==> config.mk <==
export PLATFORM = sky130hd
export DESIGN_NAME = uart16550_csr
export DESIGN_NICKNAME = d
export VERILOG_FILES = /design/src/rtl/uart16550_pkg.sv /design/src/rtl/uart16550_csr_baud_gen.sv /design/src/rtl/uart16550_csr.sv
export SDC_FILE = /design/constraint.sdc
export NUM_CORES = 1
export LEC_CHECK = 0
export CAP_MARGIN = 20
export CORE_MARGIN = 10
export CORE_UTILIZATION = 44
export CTS_CLUSTER_DIAMETER = 50
export DETAILED_ROUTE_END_ITERATION = 8
export GPL_ROUTABILITY_DRIVEN = 0
export PLACE_DENSITY = 0.79
export SETUP_SLACK_MARGIN = 0.5
export SYNTH_ARGS = -nofsm -noshare
export SYNTH_HDL_FRONTEND = slang
export SYNTH_SLANG_ARGS = --single-unit
export TNS_END_PERCENT = 50
==> constraint.sdc <==
create_clock -name clk -period 1.95 [get_ports clk]
set_input_delay 0.4875 -clock clk [delete_from_list [all_inputs] [get_ports clk]]
set_output_delay 0.4875 -clock clk [all_outputs]
set_load 0.02 [all_outputs]
==> src/rtl/uart16550_pkg.sv <==
// Shared definitions for the 16550-compatible register block: register
// addresses, interrupt identification codes, register layouts and the RX
// FIFO trigger-level decode.
package uart16550_pkg;

  localparam int unsigned MAX_DIV_W = 24;

  localparam logic [2:0] ADDR_RBR = 3'd0;  // RBR/THR, DLL when DLAB
  localparam logic [2:0] ADDR_IER = 3'd1;  // IER, DLM when DLAB
  localparam logic [2:0] ADDR_IIR = 3'd2;  // IIR read, FCR write
  localparam logic [2:0] ADDR_LCR = 3'd3;
  localparam logic [2:0] ADDR_MCR = 3'd4;
  localparam logic [2:0] ADDR_LSR = 3'd5;
  localparam logic [2:0] ADDR_MSR = 3'd6;
  localparam logic [2:0] ADDR_SCR = 3'd7;

  localparam logic [3:0] IIR_LINE   = 4'b0110;
  localparam logic [3:0] IIR_RXDATA = 4'b0100;
  localparam logic [3:0] IIR_THRE   = 4'b0010;
  localparam logic [3:0] IIR_NONE   = 4'b0001;

  typedef struct packed {
    logic       dlab;
    logic       brk;
    logic       stick;
    logic       eps;
    logic       pen;
    logic       stb;
    logic [1:0] wls;
  } lcr_t;

  // FIFO reset bits are pulses only, so they always read back as zero here.
  typedef struct packed {
    logic [1:0] trig;
    logic [2:0] rsvd;
    logic       tx_rst;
    logic       rx_rst;
    logic       en;
  } fcr_t;

  typedef struct packed {
    lcr_t                 lcr;
    logic [3:0]           ier;
    fcr_t                 fcr;
    logic [4:0]           mcr;
    logic [7:0]           scr;
    logic [MAX_DIV_W-1:0] divisor;
  } csr_t;

  // Trigger level 1/4/8/14 entries, never more than the FIFO can hold.
  function automatic logic [3:0] rx_threshold(input logic [1:0] trig,
                                              input int unsigned depth);
    int unsigned lvl;
    case (trig)
      2'd0:    lvl = 1;
      2'd1:    lvl = 4;
      2'd2:    lvl = 8;
      default: lvl = 14;
    endcase
    if (lvl > depth) lvl = depth;
    return 4'(lvl);
  endfunction

endpackage

==> src/rtl/uart16550_csr_baud_gen.sv <==
// 16x baud pulse generator.
// Ports: clk, rst (sync, active-high), divisor (DIV_W), reload (restart the
// count from divisor), baud_out (one-cycle pulse every divisor cycles,
// held low while divisor is zero).
module uart_baud_gen #(
  parameter int unsigned DIV_W = 16
) (
  input  logic             clk,
  input  logic             rst,
  input  logic [DIV_W-1:0] divisor,
  input  logic             reload,
  output logic             baud_out
);

  logic [DIV_W-1:0] cnt;

  // Count divisor..1; the cycle at 1 emits the pulse and reloads.
  always_ff @(posedge clk) begin
    if (rst) begin
      cnt      <= '0;
      baud_out <= 1'b0;
    end else if (reload || divisor == '0 || cnt == '0) begin
      cnt      <= divisor;
      baud_out <= 1'b0;
    end else if (cnt == DIV_W'(1)) begin
      cnt      <= divisor;
      baud_out <= 1'b1;
    end else begin
      cnt      <= cnt - DIV_W'(1);
      baud_out <= 1'b0;
    end
  end

endmodule

==> src/rtl/uart16550_csr.sv <==
// 16550-compatible control/status register file.
// Ports: host bus (wr_i, rd_i, addr_i, din_i, dout_o registered read data),
// RX/TX FIFO status in (rx_fifo_in, *_empty_i, rx_fifo_count_i), RX error
// pulses (rx_oe/pe/fe/bi), FIFO strobes (tx_push_o, rx_pop_o combinational;
// tx_rst, rx_rst registered pulses), rx_fifo_threshold, baud_out, irq_o and
// the full register image csr for the datapaths.
module uart16550_csr
  import uart16550_pkg::*;
#(
  parameter  int unsigned DIV_W      = 16,
  parameter  int unsigned FIFO_DEPTH = 16,
  localparam int unsigned CNT_W      = $clog2(FIFO_DEPTH + 1)
) (
  input  logic             clk,
  input  logic             rst,
  input  logic             wr_i,
  input  logic             rd_i,
  input  logic [2:0]       addr_i,
  input  logic [7:0]       din_i,
  output logic [7:0]       dout_o,
  input  logic [7:0]       rx_fifo_in,
  input  logic             rx_fifo_empty_i,
  input  logic             tx_fifo_empty_i,
  input  logic [CNT_W-1:0] rx_fifo_count_i,
  input  logic             rx_oe,
  input  logic             rx_pe,
  input  logic             rx_fe,
  input  logic             rx_bi,
  output logic             tx_push_o,
  output logic             rx_pop_o,
  output logic             tx_rst,
  output logic             rx_rst,
  output logic [3:0]       rx_fifo_threshold,
  output logic             baud_out,
  output logic             irq_o,
  output csr_t             csr
);

  lcr_t             lcr;
  logic [3:0]       ier;
  logic             fcr_en;
  logic [1:0]       fcr_trig;
  logic [4:0]       mcr;
  logic [7:0]       scr;
  logic [DIV_W-1:0] divisor;
  logic [3:0]       sticky;      // {bi, fe, pe, oe}
  logic             thre_pend;
  logic             tx_empty_q;
  logic             div_wr_q;

  logic [3:0]       sticky_nx;
  logic [3:0]       iir_code;
  logic [7:0]       lsr;
  logic [7:0]       iir;
  logic [7:0]       rdata;
  logic             thre_set;
  logic             thre_clr;

  // Bus decode, status composition and interrupt prioritisation.
  always_comb begin
    tx_push_o = wr_i && addr_i == ADDR_RBR && !lcr.dlab;
    rx_pop_o  = rd_i && addr_i == ADDR_RBR && !lcr.dlab && !rx_fifo_empty_i;

    lsr = {|sticky, tx_fifo_empty_i, tx_fifo_empty_i, sticky, !rx_fifo_empty_i};

    if (ier[2] && |sticky)
      iir_code = IIR_LINE;
    else if (ier[0] && 32'(rx_fifo_count_i) >= 32'(rx_fifo_threshold))
      iir_code = IIR_RXDATA;
    else if (ier[1] && thre_pend)
      iir_code = IIR_THRE;
    else
      iir_code = IIR_NONE;
    iir = {{2{fcr_en}}, 2'b00, iir_code};

    rdata = '0;
    case (addr_i)
      ADDR_RBR: rdata = lcr.dlab ? divisor[7:0] : (rx_fifo_empty_i ? 8'h00 : rx_fifo_in);
      ADDR_IER: rdata = lcr.dlab ? 8'(divisor[DIV_W-1:8]) : {4'h0, ier};
      ADDR_IIR: rdata = iir;
      ADDR_LCR: rdata = lcr;
      ADDR_MCR: rdata = {3'b000, mcr};
      ADDR_LSR: rdata = lsr;
      ADDR_MSR: rdata = 8'h00;
      default:  rdata = scr;
    endcase

    // A new error arriving with the clearing read survives it.
    sticky_nx = (rd_i && addr_i == ADDR_LSR) ? 4'h0 : sticky;
    sticky_nx = sticky_nx | {rx_bi, rx_fe, rx_pe, rx_oe};

    thre_set = (tx_fifo_empty_i && !tx_empty_q) ||
               (wr_i && addr_i == ADDR_IER && !lcr.dlab && din_i[1] &&
                !ier[1] && tx_fifo_empty_i);
    thre_clr = tx_push_o || (rd_i && addr_i == ADDR_IIR && iir_code == IIR_THRE);
  end

  // Register file and registered strobes.
  always_ff @(posedge clk) begin
    if (rst) begin
      lcr               <= lcr_t'(8'h03);
      ier               <= '0;
      fcr_en            <= 1'b0;
      fcr_trig          <= '0;
      mcr               <= '0;
      scr               <= '0;
      divisor           <= '0;
      sticky            <= '0;
      thre_pend         <= 1'b0;
      tx_empty_q        <= 1'b1;
      div_wr_q          <= 1'b0;
      dout_o            <= '0;
      tx_rst            <= 1'b0;
      rx_rst            <= 1'b0;
      irq_o             <= 1'b0;
      rx_fifo_threshold <= 4'd1;
    end else begin
      sticky     <= sticky_nx;
      thre_pend  <= thre_set || (thre_pend && !thre_clr);
      tx_empty_q <= tx_fifo_empty_i;
      irq_o      <= iir_code != IIR_NONE;
      tx_rst     <= wr_i && addr_i == ADDR_IIR && din_i[2];
      rx_rst     <= wr_i && addr_i == ADDR_IIR && din_i[1];
      div_wr_q   <= wr_i && lcr.dlab && (addr_i == ADDR_RBR || addr_i == ADDR_IER);
      if (rd_i) dout_o <= rdata;
      if (wr_i) begin
        case (addr_i)
          ADDR_RBR: if (lcr.dlab) divisor[7:0] <= din_i;
          ADDR_IER: begin
            if (lcr.dlab) divisor[DIV_W-1:8] <= (DIV_W-8)'(din_i);
            else          ier <= din_i[3:0];
          end
          ADDR_IIR: begin
            fcr_en            <= din_i[0];
            fcr_trig          <= din_i[7:6];
            rx_fifo_threshold <= rx_threshold(din_i[7:6], FIFO_DEPTH);
          end
          ADDR_LCR: lcr <= lcr_t'(din_i);
          ADDR_MCR: mcr <= din_i[4:0];
          ADDR_SCR: scr <= din_i;
          default: ;
        endcase
      end
    end
  end

  // Register image for the datapaths.
  always_comb begin
    csr          = '0;
    csr.lcr      = lcr;
    csr.ier      = ier;
    csr.fcr.trig = fcr_trig;
    csr.fcr.en   = fcr_en;
    csr.mcr      = mcr;
    csr.scr      = scr;
    csr.divisor  = MAX_DIV_W'(divisor);
  end

  uart_baud_gen #(.DIV_W(DIV_W)) u_baud (
    .clk      (clk),
    .rst      (rst),
    .divisor  (divisor),
    .reload   (div_wr_q),
    .baud_out (baud_out)
  );

endmodule

* Word level (Yosys, flattened, before mapping)
Cells that the tools add are included.
** Storage, ports and cells
- Flip-flop bits (word level) :: 83
- Output and inout bits :: 75
- Logic and storage cells :: 105
- Input bits :: 34
** Operators by class
- Magnitude comparators :: 2
- Multiplexer cells :: 16
- Reductions and logical operators :: 47
- Bitwise gates (word level) :: 2
- Add/subtract/negate cells :: 1
- Equal/unequal tests :: 12
** Operators with widths (count)
- $mux W32 :: 3
- $pmux W8 S7 :: 1
- $gt A32 B5 Y1 const B :: 1
- $logic_not A16 Y1 :: 2
- $mux W16 :: 2
- $mux W8 :: 3
- $logic_and A1 B1 Y1 :: 23
- $eq A16 B1 Y1 const B :: 1
- $sub A16 B1 Y16 const B :: 1
- $eq A3 B3 Y1 const B :: 4
- $pmux W4 S3 :: 1
- $reduce_and A3 Y1 :: 3
- $mux W4 :: 2
- $reduce_and A2 Y1 :: 4
- $eq A3 B2 Y1 const B :: 2
- $logic_or A1 B1 Y1 :: 6
- $mux W3 :: 2
- $ge A5 B4 Y1 :: 1
- $logic_not A1 Y1 :: 5
- $eq A4 B2 Y1 const B :: 1
- $ne A4 B1 Y1 const B :: 1
- $or A4 B4 Y4 :: 1
- $reduce_or A4 Y1 :: 1
- $eq A3 B1 Y1 const B :: 1
- other kinds (8) :: 8

* Depth between registers and ports, before layout
- Depth after elaboration :: 10
- Gate-level depth with buffers :: 7
- Gate-level depth less buffers :: 7

* Hierarchy
Synthesis repeated with hierarchy kept, for this count alone.
** Unflattened totals
- Cells, all modules :: 493
- Area, all modules :: 4072.7 um^2
** Modules (own cells, without submodules)
- uart16550_csr :: cells each 387, times used 1, seq. area each 1321.3 um^2, area an instance 3145.5 um^2
- uart_baud_gen :: cells each 106, times used 1, seq. area each 340.3 um^2, area an instance 927.1 um^2

* Worst setup path after synthesis
Ideal clock, no wire load.
- Kind :: input to output
- Start :: in addr_i[0]
- End :: out tx_push_o
- Cell stages on the path :: 3
- Path buffers :: 2
- Required time :: 1462 ps
- Data arrival time :: 1589 ps
- Path slack :: -126 ps
- Cell sequence :: buf_2 -> buf_1 -> nor4_1
** Between the ends
- Longest elaborated chain between the ends :: 3
** Ends and longest elaborated chain
- start: declaration :: line uart16550_csr.sv:18 : input logic [2:0] addr_i,
- $logic_not A3 Y1 :: line uart16550_csr.sv:61 : tx_push_o = wr_i && addr_i == ADDR_RBR && !lcr.dlab;
- $logic_and A1 B1 Y1 (2 in series) :: line uart16550_csr.sv:61
- end: declaration :: line uart16550_csr.sv:29 : output logic tx_push_o,
Every way passes these cells.

* Final worst setup path
- Start :: reg u_baud.cnt[6]
- End :: reg u_baud.cnt[7]
** Between the ends
- Longest elaborated chain between the ends :: 3
- Elaborated cells on any way between the ends :: 6
- Classes of those cells :: add/sub (1); eq/ne (1); mux (2); reduce/logical (2)
** Ends and longest elaborated chain
- start: declaration :: line uart16550_csr_baud_gen.sv:15 : logic [DIV_W-1:0] cnt;
- start signal: assignment :: line uart16550_csr_baud_gen.sv:23 : cnt <= divisor;
- start signal: assignment :: line uart16550_csr_baud_gen.sv:26 : cnt <= divisor;
- start signal: assignment :: line uart16550_csr_baud_gen.sv:29 : cnt <= cnt - DIV_W'(1);
- $sub A16 B1 Y16 (tied with other cells) :: line uart16550_csr_baud_gen.sv:29
- $mux W16 / $logic_or A1 B1 Y1 (equally long branches) :: line uart16550_csr_baud_gen.sv:25, uart16550_csr_baud_gen.sv:22
- $mux W16 (*) :: line uart16550_csr_baud_gen.sv:22 : end else if (reload || divisor == '0 || cnt == '0) begin
Mark *: on every way between the ends. The rest lies on a longest branch, timed or not.
A chain may end at the register's enable or synchronous reset.

==> results.cfg <==
[drt]
wl_met2_mm = 8.23
avgRoutedWirePerCell_um = 22.3
dr.first_iter.drc_count = 702
routed_wirelength_mm = 17.0
topRoutingLayerUsed = met4
wl_met1_mm = 5.97
firstDrtPassIters = 6
viasPerCell = 6.11
vias = 4640
drc = 0
wl_met3_mm = 1.76
ant_nets = 0

[global_route]
gr-total-overflow = 0
antenna_found_initial = 0
grtUsageTotal = 0.242
grt_max_degree = 60
grt_pass1_wl_mm = 25.4
first_global_vias = 4734

[synth]
synth_edf_count = 0
syn_area_per_cell_um2 = 8.34
synth-async-reset-ratio = 0
ys_ff_latch = 83
synth_cell_types = 64
yosysSeqAreaShare = 0.413
synthCells = 482
synth_warnings = 0
synthesis.area_um2 = 4020
synth_ff_type = dfxtp_1

[floorplanning]
io_pins = 109
rows = 34
die_w_um = 116
core_um2 = 8810
die_h_um = 116
start_util = 0.457
die_area_um2 = 13400

[worst_setup_path]
reg2reg_depth = 7
r2r_setup_slack_ns = 0.11
crit_chain = or4_4 > nor3_4 > buf_12 > a31oi_4 > buf_4 > nor2_2 > a211oi_2
worst-path-max-fanout = 9
rr_startpoint = u_baud.cnt[6]
arrival_ns = 2.08
crit_start = u_baud.cnt[6]
cp-start-kind = register
worst_ep_required_time_ns = 2.19
path_class = register to register
cpPeakStageDelay_ns = 0.56
r2r_end = u_baud.cnt[7]
worstSetupEndpointType = register
crit_slowest_cell = or4_4

[power]
ir_drop_mv = 0.281
leakage_nw = 2.78
p_per_area_nw_per_um2 = 577

[cells_and_area]
final_area_um2 = 6250
n_antenna_cell = 0
nets = 687
final_core_util = 0.710
area_delta_synth_final_pct = 55.5
drive_gt1_frac = 0.405

[placement]
io_buffers = 95
hpwl_mm = 10.8
dpl_cell_area_um2 = 5510

[sta]
period_minus_slack_ns = 1.84
post-route-period-util = 0.946
drv_slew = 0
fmax_ghz = 0.542
finalSetupViolations = 0
fin_worst_skew_ns = 0.00720
hold_violations = 0
maxSlewHeadroom = 0.556
rsz0062_at_grt = true
worst_pin_slew_ns = 0.660

[cts]
cts_tree = done
clk-insertion-delay-late_ns = 0.36
cts-root-buf = clkbuf_8
clockBufferDepth = 2
h-tree-depth = 3
clock_sinks = 83
clk_pin_slew_worst_paths_ns = 0.09
cts-buffers-inserted = 9
postCtsHoldBufs = 0

[min_path]
whs_path_depth = 2
min_to = fcr_trig[0]
holdCritPathClass = register to register
hold_start = fcr_trig[0]

[status]
status = complete, no violations

[flow_run]
maxCapViolCount = 0
area by class of cell:
type	instances	area (um^2)
inverter	14	52.6
tap	108	135
clock inverter	7	73.8
sequential	83	1710
timing repair buffer	179	1650
clock buffer	9	124
multi-input combinational	360	2510
fill	641	2550
synth_stat cells (all sizes together), types with 2 or more instances:
master  count  area share
dfxtp      83        0.41
nor2       67       0.063
nand2      64       0.060
a21oi      36       0.045
mux2i      27       0.067
buf        22       0.037
nand3      20       0.025
clkbuf     18       0.017
a211oi     15       0.029
inv        13       0.012
o21ai      10       0.012
nor3        9       0.018
nor4        8       0.012
xnor2       7       0.015
a221oi      6       0.013
ha          6       0.019
xor2        6       0.013
a31oi       4      0.0078
and3        4      0.0062
nand4       4      0.0062
o211ai      4      0.0075
a22oi       3      0.0056
o21a        3      0.0056
o31ai       3      0.0056
or3         3      0.0059
or4         3      0.0075
and2        2      0.0031
mux2        2      0.0056
nand2b      2      0.0031
nor2b       2      0.0031
nor3b       2      0.0037
o221ai      2      0.0044
cells in the final DEF (no fill, tap or decap), drive strengths merged, types with 8 or more instances in the layout:
| master | n |
|---|---|
| buf | 116 |
| nand2 | 64 |
| nor3 | 9 |
| dfxtp | 83 |
| nor4 | 8 |
| clkbuf | 32 |
| a21oi | 36 |
| dlygate4sd2 | 13 |
| conb | 13 |
| inv | 15 |
| nand3 | 20 |
| mux2i | 27 |
| a211oi | 15 |
| clkdlybuf4s50 | 21 |
| o21ai | 10 |
| nor2 | 67 |
flip-flops by register name, indices dropped and copies added, names as in the netlist:
| register | flops |
|---|---|
| csr | 8 |
| div_wr_q | 1 |
| divisor | 16 |
| dout_o | 8 |
| fcr_en | 1 |
| fcr_trig | 2 |
| ier | 4 |
| irq_o | 1 |
| mcr | 5 |
| rx_fifo_threshold | 4 |
| rx_rst | 1 |
| scr | 8 |
| sticky | 4 |
| thre_pend | 1 |
| tx_empty_q | 1 |
| tx_rst | 1 |
| u_baud.baud_out | 1 |
| u_baud.cnt | 16 |
stage by stage:
stage | hold WS, ns | instances | setup WS [ns] | TNS (ns) | total power [mW]
after floorplan | 0.463 | 494 | 0.222 | 0 | 2.07
after global routing | 0.489 | 760 | 0.0118 | 0 | 3.73
after global placement | 0.450 | 713 | -0.616 | -18.77 | 2.28
after CTS | 0.467 | 749 | 0.0855 | 0 | 3.58
final | 0.466 | 760 | 0.106 | 0 | 3.61
after detailed placement | 0.451 | 713 | -0.601 | -22.72 | 2.29
worst max-delay path by stage:
| stage | slack (ns) | depth (start not counted) | end |
|---|---|---|---|
| floorplan | 0.22 | 5 | u_baud.cnt[11] |
| global placement | -0.62 | 4 | tx_push_o |
| detailed placement | -0.60 | 4 | tx_push_o |
| CTS | 0.09 | 1 | csr[51] |
| global route | 0.01 | 7 | u_baud.cnt[14] |
| finish | 0.11 | 7 | u_baud.cnt[7] |
report_power, final:
group          switching [mW]  total [mW]  internal (mW)
registers              0.0282        1.75           1.73
clock network           0.680        1.28          0.599
logic                   0.332       0.576          0.244
total                    1.04        3.61           2.57
per-layer routing:
metal	GRT usage	vias up
li1	-	2023
met1	0.270	2182
met2	0.412	338
met3	0.0667	97
met4	0.133	0
met5	0	-
worst max-delay path: cells and delay by family, from the launching register on:
kind / cells / cell delay [ns]
and+or+nand+nor: 3 / 0.84
DFF: 1 / 0.35
AOI/OAI and AO/OA: 2 / 0.15
buffers and inverters: 2 / 0.38
kinds of logic after synthesis:
kind of cell / after synthesis / share of synthesized area
other cells: 1 / 0.000933
xor+xnor: 13 / 0.0283
fa+ha+maj: 6 / 0.0187
compound gates: 103 / 0.175
flops: 83 / 0.413
mux: 29 / 0.0728
simple gates: 193 / 0.224
buf+inv: 54 / 0.0666
what timing repair did:
action / CTS / global route
setup endpoints to repair: 144 / 114
setup buffers: 15 / 10
gates resized for setup: 261 / 86
endpoints found under the hold margin: 0 / 0
cloned: 5 / 1
pin swaps: 36 / 17
No activity file was read; power rests on OpenSTA's default activity.
